`src/rtl/simd_mac_accum_overlay.sv`:
```
// simd_mac_accum_overlay
//   Multiply-accumulate for a conv/GEMM overlay. It runs between operand fetch and
//   writeback. Each group of beats is accumulated into one result. Two modes:
//     mode=0 : one OP_W x OP_W product per beat (one ACC_W wide sum).
//     mode=1 : LANES independent LANE_W x LANE_W products. Each lane has its own
//              2*LANE_W bit field, and no carry passes between lanes.
//   Pipeline: products are registered at t+1 and the accumulator at t+2. out_valid
//   pulses at t_last+2.
// Ports
//   clk, reset          rising-edge clock, synchronous active-high reset
//   mode                0 = full product, 1 = SIMD lanes (latched on the first beat of a group)
//   in_valid            operand beat (no backpressure)
//   a, b                operands, OP_W bits (lane i = bits [LANE_W*(i+1)-1 : LANE_W*i])
//   a_sign, b_sign      operand is two's complement
//   c_in                carry added at the lane-0 LSB on the first beat of a group
//   acc_len             beats per group, sampled on the first beat (0 acts as 1)
//   flush               end the current group early
//   out_valid           one-cycle pulse: result and lane_carry are valid
//   result              accumulated sum, ACC_W bits
//   lane_carry          sticky per-lane carry-out over the group
//   busy                high while accumulating or while a result is still in the pipe

module simd_mac_lane #(
   parameter int LANE_W = 9
) (
   input  logic [LANE_W-1:0]   a,
   input  logic [LANE_W-1:0]   b,
   input  logic                a_sign,
   input  logic                b_sign,
   output logic [2*LANE_W-1:0] prod
);
   logic signed [LANE_W:0]     ax, bx;
   logic signed [2*LANE_W-1:0] p;

   // The extra top bit makes one signed multiply serve both signed and unsigned.
   // Truncating to 2*LANE_W bits gives the correctly extended lane product.
   assign ax   = {a_sign & a[LANE_W-1], a};
   assign bx   = {b_sign & b[LANE_W-1], b};
   assign p    = ax * bx;
   assign prod = p;
endmodule

module simd_mac_accum_overlay #(
   parameter  int LANE_W = 9,
   parameter  int LANES  = 3,
   parameter  int CNT_W  = 8,
   localparam int OP_W   = LANE_W * LANES,
   localparam int ACC_W  = 2 * OP_W
) (
   input  logic             clk,
   input  logic             reset,
   input  logic             mode,
   input  logic             in_valid,
   input  logic [OP_W-1:0]  a,
   input  logic [OP_W-1:0]  b,
   input  logic             a_sign,
   input  logic             b_sign,
   input  logic             c_in,
   input  logic [CNT_W-1:0] acc_len,
   input  logic             flush,
   output logic             out_valid,
   output logic [ACC_W-1:0] result,
   output logic [LANES-1:0] lane_carry,
   output logic             busy
);
   localparam int LW2 = 2 * LANE_W;

   typedef enum logic {IDLE, ACCUM} state_t;

   state_t           state, state_nxt;
   logic [CNT_W-1:0] count, len, count_inc;
   logic             grp_mode;
   logic             beat_first, beat_last, flush_end, beat_mode;

   // ---------------- group sequencing ----------------
   assign count_inc = count + 1'b1;

   always_ff @(posedge clk) begin
      if (reset) state <= IDLE;
      else       state <= state_nxt;
   end

   always_comb begin
      state_nxt  = state;
      beat_first = 1'b0;
      beat_last  = 1'b0;
      flush_end  = 1'b0;
      beat_mode  = grp_mode;
      case (state)
         IDLE: begin
            if (in_valid) begin
               beat_first = 1'b1;
               beat_mode  = mode;
               if (acc_len <= CNT_W'(1) || flush) beat_last = 1'b1;
               else                               state_nxt = ACCUM;
            end
         end
         ACCUM: begin
            if (in_valid) begin
               if (count_inc == len || flush) begin
                  beat_last = 1'b1;
                  state_nxt = IDLE;
               end
            end else if (flush) begin
               // This ends the group with no beat. The end tag still travels the pipe.
               flush_end = 1'b1;
               state_nxt = IDLE;
            end
         end
         default: state_nxt = IDLE;
      endcase
   end

   always_ff @(posedge clk) begin
      if (reset) begin
         count    <= '0;
         len      <= '0;
         grp_mode <= 1'b0;
      end else begin
         if (beat_first) begin
            grp_mode <= mode;
            len      <= (acc_len == '0) ? CNT_W'(1) : acc_len;
            count    <= CNT_W'(1);
         end else if (state == ACCUM && in_valid) begin
            count <= count_inc;
         end
         if (beat_last || flush_end) count <= '0;
      end
   end

   // ---------------- stage 1: products ----------------
   logic [LANES-1:0][LW2-1:0] lane_prod;
   logic signed [OP_W:0]      af, bf;
   logic signed [ACC_W-1:0]   full_prod;

   assign af        = {a_sign & a[OP_W-1], a};
   assign bf        = {b_sign & b[OP_W-1], b};
   assign full_prod = af * bf;

   for (genvar i = 0; i < LANES; i++) begin : g_lane
      simd_mac_lane #(.LANE_W(LANE_W)) u_lane (
         .a      (a[LANE_W*i +: LANE_W]),
         .b      (b[LANE_W*i +: LANE_W]),
         .a_sign (a_sign),
         .b_sign (b_sign),
         .prod   (lane_prod[i])
      );
   end

   logic             s1_vld, s1_first, s1_cin, s1_mode;
   logic [ACC_W-1:0] s1_prod;
   logic [2:1]       end_pipe;   // [1] = group end tag at stage 1, [2] = out_valid

   always_ff @(posedge clk) begin
      if (reset) begin
         s1_vld   <= 1'b0;
         s1_first <= 1'b0;
         s1_cin   <= 1'b0;
         s1_mode  <= 1'b0;
         s1_prod  <= '0;
         end_pipe <= '0;
      end else begin
         s1_vld   <= in_valid;
         s1_first <= beat_first;
         s1_cin   <= beat_first & c_in;
         s1_mode  <= beat_mode;
         end_pipe <= {end_pipe[1], beat_last | flush_end};
         if (in_valid) s1_prod <= beat_mode ? lane_prod : full_prod;
      end
   end

   // ---------------- stage 2: SIMD accumulate ----------------
   logic [LANES-1:0][LW2-1:0] acc, base, addend, sum;
   logic [LANES-1:0]          acc_cy, co, lc_new;
   logic                      cy;

   // Lane adds are chained. In SIMD mode the chain is cut at every lane boundary.
   // In full mode it forms one ACC_W-bit add, and the top lane's carry-out is the
   // carry-out of the full add.
   always_comb begin
      base   = s1_first ? '0 : acc;
      addend = s1_vld ? s1_prod : '0;
      cy     = s1_cin;
      co     = '0;
      sum    = '0;
      for (int i = 0; i < LANES; i++) begin
         {co[i], sum[i]} = {1'b0, base[i]} + {1'b0, addend[i]} + {{LW2{1'b0}}, cy};
         cy = s1_mode ? 1'b0 : co[i];
      end
      if (s1_mode) begin
         lc_new = co | (s1_first ? '0 : acc_cy);
      end else begin
         lc_new            = '0;
         lc_new[LANES-1]   = co[LANES-1] | (~s1_first & acc_cy[LANES-1]);
      end
   end

   always_ff @(posedge clk) begin
      if (reset) begin
         acc        <= '0;
         acc_cy     <= '0;
         result     <= '0;
         lane_carry <= '0;
      end else begin
         if (s1_vld) begin
            acc    <= sum;
            acc_cy <= lc_new;
         end
         if (end_pipe[1]) begin
            result     <= sum;
            lane_carry <= lc_new;
         end
      end
   end

   assign out_valid = end_pipe[2];
   assign busy      = (state == ACCUM) | s1_vld | end_pipe[1];
endmodule

```
`config.mk`:
```
export PLATFORM = sky130hd
export DESIGN_NAME = simd_mac_accum_overlay
export DESIGN_NICKNAME = d
export VERILOG_FILES = /design/src/rtl/simd_mac_accum_overlay.sv
export SDC_FILE = /design/constraint.sdc
export NUM_CORES = 2
export LEC_CHECK = 0
export ABC_CLOCK_PERIOD_IN_PS = 20000
export CORE_MARGIN = 3
export CORE_UTILIZATION = 55
export CTS_CLUSTER_SIZE = 30
export DETAILED_ROUTE_END_ITERATION = 8
export PLACE_DENSITY = 0.72
export SYNTH_ARGS = -nofsm -noshare
export SYNTH_HDL_FRONTEND = slang
export SYNTH_SLANG_ARGS = --single-unit
export TNS_END_PERCENT = 20
```
`constraint.sdc`:
```
create_clock -name clk -period 20 [get_ports clk]
set_input_delay 4 -clock clk [delete_from_list [all_inputs] [get_ports clk]]
set_output_delay 4 -clock clk [all_outputs]
set_load 0.02 [all_outputs]
```
==> metrics <==
CTS tree=built; Worst Setup Start Kind=input pin; Adder-Cell Fraction of Synth Area=52.98%; Final GP Congestion=0.9521; TritonCTS Buffers=17; row count=104; layout cells sized above 1=about 3.1%; Seq cells post-synth=192; worst path required time=about 20000 ps; # diodes=0; WP data arrival=about 13000 ps; DR pass1 iterations=5; initial antenna violation count=1; vias in the first global route=around 36000; final hold viol count=0; final setup vio count=0; die height=292.1 um; Final nets=around 6300; Worst Path Max Fanout=40; crit end category=flop; Initial Util=between 50% and 60%; grt total ovfl=0; RSZ-0062 raised after global routing=false; Syn Nets=around 6400; status=complete, no violations; die area=roughly 85000 sq um; Post-DP HPWL=94460 um; WL/cell=20.42 um; H-tree depth=4; Syn Area/Cell=9.078 sq um; Final Core Density=58.97%; achievable clock frequency=about 81 MHz; total vias in the final route=33310; period utilisation layout=61.75%; yosys synthesis warning count=0; port bufs=128; Slew Viols, Final=0; library cells used by synthesis=between 70 and 80; EDFF count, synth=0; die width=between 200 and 300 um; DRT iter0 DRCs=2671; Hold-fix buffers, CTS=0; All-Layer GR Usage=about 30%; area grow syn2layout=5.830%; FF-to-FF Start=s1_first$_SDFF_PP0_; FF-to-FF path depth=40; xor/xnor share of the synthesized area=3.404%; placed instance area=47070 sq um; Detail Route Antenna Nets=0; ys flop type=dfxtp_1; Min-Delay Endpoint=acc_cy[1]$_SDFFE_PP0P_; clk sink count=approximately 190; Final Skew=about 11 ps; HP Class=flop to flop; post-CTS sizing=0; sequential element share of the synthesized area=8.536%; Final Cell Area=between 40000 and 50000 sq um; largest net degree at the start of global routing=74; mapped cell area=45030 sq um; Synth Instances=between 4000 and 5000; Simple-Gate Fraction of Synth Area=between 10% and 20%; RR Endpoint=lane_carry[2]$_SDFFE_PP0P_; CORE AREA=between 80000 and 90000 sq um; CTS clk-pin slew, worst paths=roughly 80 ps; global-route wire length before repair=197200 um; Longest Clk Path Bufs=2; Top-Level Pins=129; clock insertion delay at the later pin of the skew report=450 ps; Post-synth ARST share=0%; Crit Path Class=input pin to flop; final wirelength=122200 um; setup_tns=0 ps; Vias/cell=5.568; largest family of logic cells by synthesized area=adder cells; max cap viols=0; root buffer cell=clkbuf_16; compound-cell area share of the yosys netlist=7.050%; setup slack, reg-to-reg=9950 ps; mux share of post-synthesis cell area=1.826%; Slew headroom=31.68%; Post-CTS Setup Inserts=0; worst slew pin tran=1018 ps; hold depth=2; post-route DRC violation count=0; post-route minimum period=12350 ps; Hold Startpoint=acc_cy[1]$_SDFFE_PP0P_
==> sequential cells by signal (all words and copies together) (netlist names) <==
name / cells
s1_mode: 1
s1_prod: 54
acc_cy: 3
acc: 54
result: 54
len: 8
s1_first: 1
s1_vld: 1
lane_carry: 3
end_pipe: 2
s1_cin: 1
state: 1
grp_mode: 1
count: 8
==> stage by stage <==
stage	worst slack (ps)	std cells	hold WS, ps
2_1_floorplan	8839	4960	425.0
3_3_place_gp	7390	5950	434.5
3_5_place_dp	7245	5950	448.6
4_1_cts	7687	5982	465.8
5_1_grt	7175	5982	495.5
6_report	7650	5982	467.1
==> Yosys cell counts, types with 12 or more instances <==
master    instances  area [sq um]
xor2_1           51         446.7
ha_1            353          4417
fa_1            971         19440
a211oi_1         45         337.8
inv_1           989          3712
or2_2            23         143.9
mux2i_1          81         810.8
a311oi_1         13         113.9
nand3_1          34         170.2
nand4_1          16         100.1
dfxtp_1         192          3844
and3_1           36         225.2
nor3_1           43         215.2
o21ai_0          73         365.4
xnor2_1         124          1086
a21oi_1         132         660.6
and2_1          350          2190
nand3b_1         14         105.1
nor2_1          260         975.9
o21bai_1         19         142.6
nor2b_1          68         425.4
nand2b_1         24         150.1
a31oi_1          15         93.84
clkbuf_1        240         900.9
o21a_1           18         135.1
a21o_1           57         427.9
o22ai_1          12         75.07
nand2_1         572          2147
==> logic make-up after synthesis <==
group	after synthesis
buf+inv	1245
fa+ha+maj	1324
flops	192
xor+xnor	175
compound gates	467
mux	82
simple gates	1475
==> routing by layer <==
metal  share of wire, %  vias up  routed length [um]  GRT usage (%)
met1                 42    16670               51610          41.14
met2                 45     1390               54980          46.73
met3                9.7      264               11890          6.830
met5             0.0074        -                   9              0
li1                   -    14980                   -              -
met4                3.0        2                3666          8.102
==> cell type report <==
cell class              instances  area (sq um)
fillers                      7031         33160
clock buffers                  18         439.2
inverters                     990          3716
clock inverters                14         145.1
multi-input cells            3523         36520
well taps                    1060          1326
flip-flops and latches        192          3852
repair buffers                185          1655
==> critical path, stage by stage <==
cell             delay (ps)
clkdlybuf4s50_1         450
buf_4                   360
and2_1                  610
nand2_1                 250
inv_1                   150
fa_1                    400
inv_1                   230
fa_1                    600
inv_1                   130
fa_1                    470
fa_1                    900
fa_1                    550
fa_1                    540
inv_1                    50
fa_1                    480
inv_1                    40
ha_1                    260
ha_1                    390
and3_1                  250
and4_1                  250
nand3_1                 100
o311a_1                 390
nor3_2                  310
xnor2_1                 110
a2111oi_0               370
==> layout by cell type (no fill, tap or decap), types with 6 or more instances in the layout <==
| cell type | instances |
|---|---|
| inv_1 | 989 |
| fa_1 | 971 |
| nand2_1 | 572 |
| ha_1 | 353 |
| and2_1 | 350 |
| nor2_1 | 260 |
| dfxtp_1 | 189 |
| a21oi_1 | 132 |
| xnor2_1 | 124 |
| clkdlybuf4s50_1 | 116 |
| mux2i_1 | 80 |
| o21ai_0 | 73 |
| nor2b_1 | 68 |
| a21o_1 | 57 |
| buf_4 | 57 |
| xor2_1 | 51 |
| a211oi_1 | 45 |
| nor3_1 | 43 |
| and3_1 | 36 |
| nand3_1 | 34 |
| nand2b_1 | 24 |
| or2_2 | 23 |
| o21bai_1 | 19 |
| o21a_1 | 18 |
| clkbuf_16 | 17 |
| nand4_1 | 16 |
| a31oi_1 | 15 |
| nand3b_1 | 14 |
| a311oi_1 | 13 |
| o22ai_1 | 12 |
| buf_2 | 11 |
| nor3b_1 | 8 |
| or3_1 | 8 |
| o211ai_1 | 8 |
| o31ai_1 | 6 |
| o311ai_0 | 6 |
==> worst max-delay path by stage <==
stage | start | end | slack [ps] | cells after the start
after floorplan | a_sign | s1_prod[51]$_SDFFE_PP0P_ | 8840 | 28
after global placement | a[26] | s1_prod[49]$_SDFFE_PP0P_ | 7390 | 25
after detailed placement | a[26] | s1_prod[49]$_SDFFE_PP0P_ | 7240 | 25
after CTS | a[26] | s1_prod[49]$_SDFFE_PP0P_ | 7690 | 25
after global routing | a[26] | s1_prod[49]$_SDFFE_PP0P_ | 7170 | 25
final | a[26] | s1_prod[49]$_SDFFE_PP0P_ | 7650 | 25
Power is left out: the tool's default activity adds up to more than one toggle a clock period on the data nets, which glitch-free logic cannot reach.
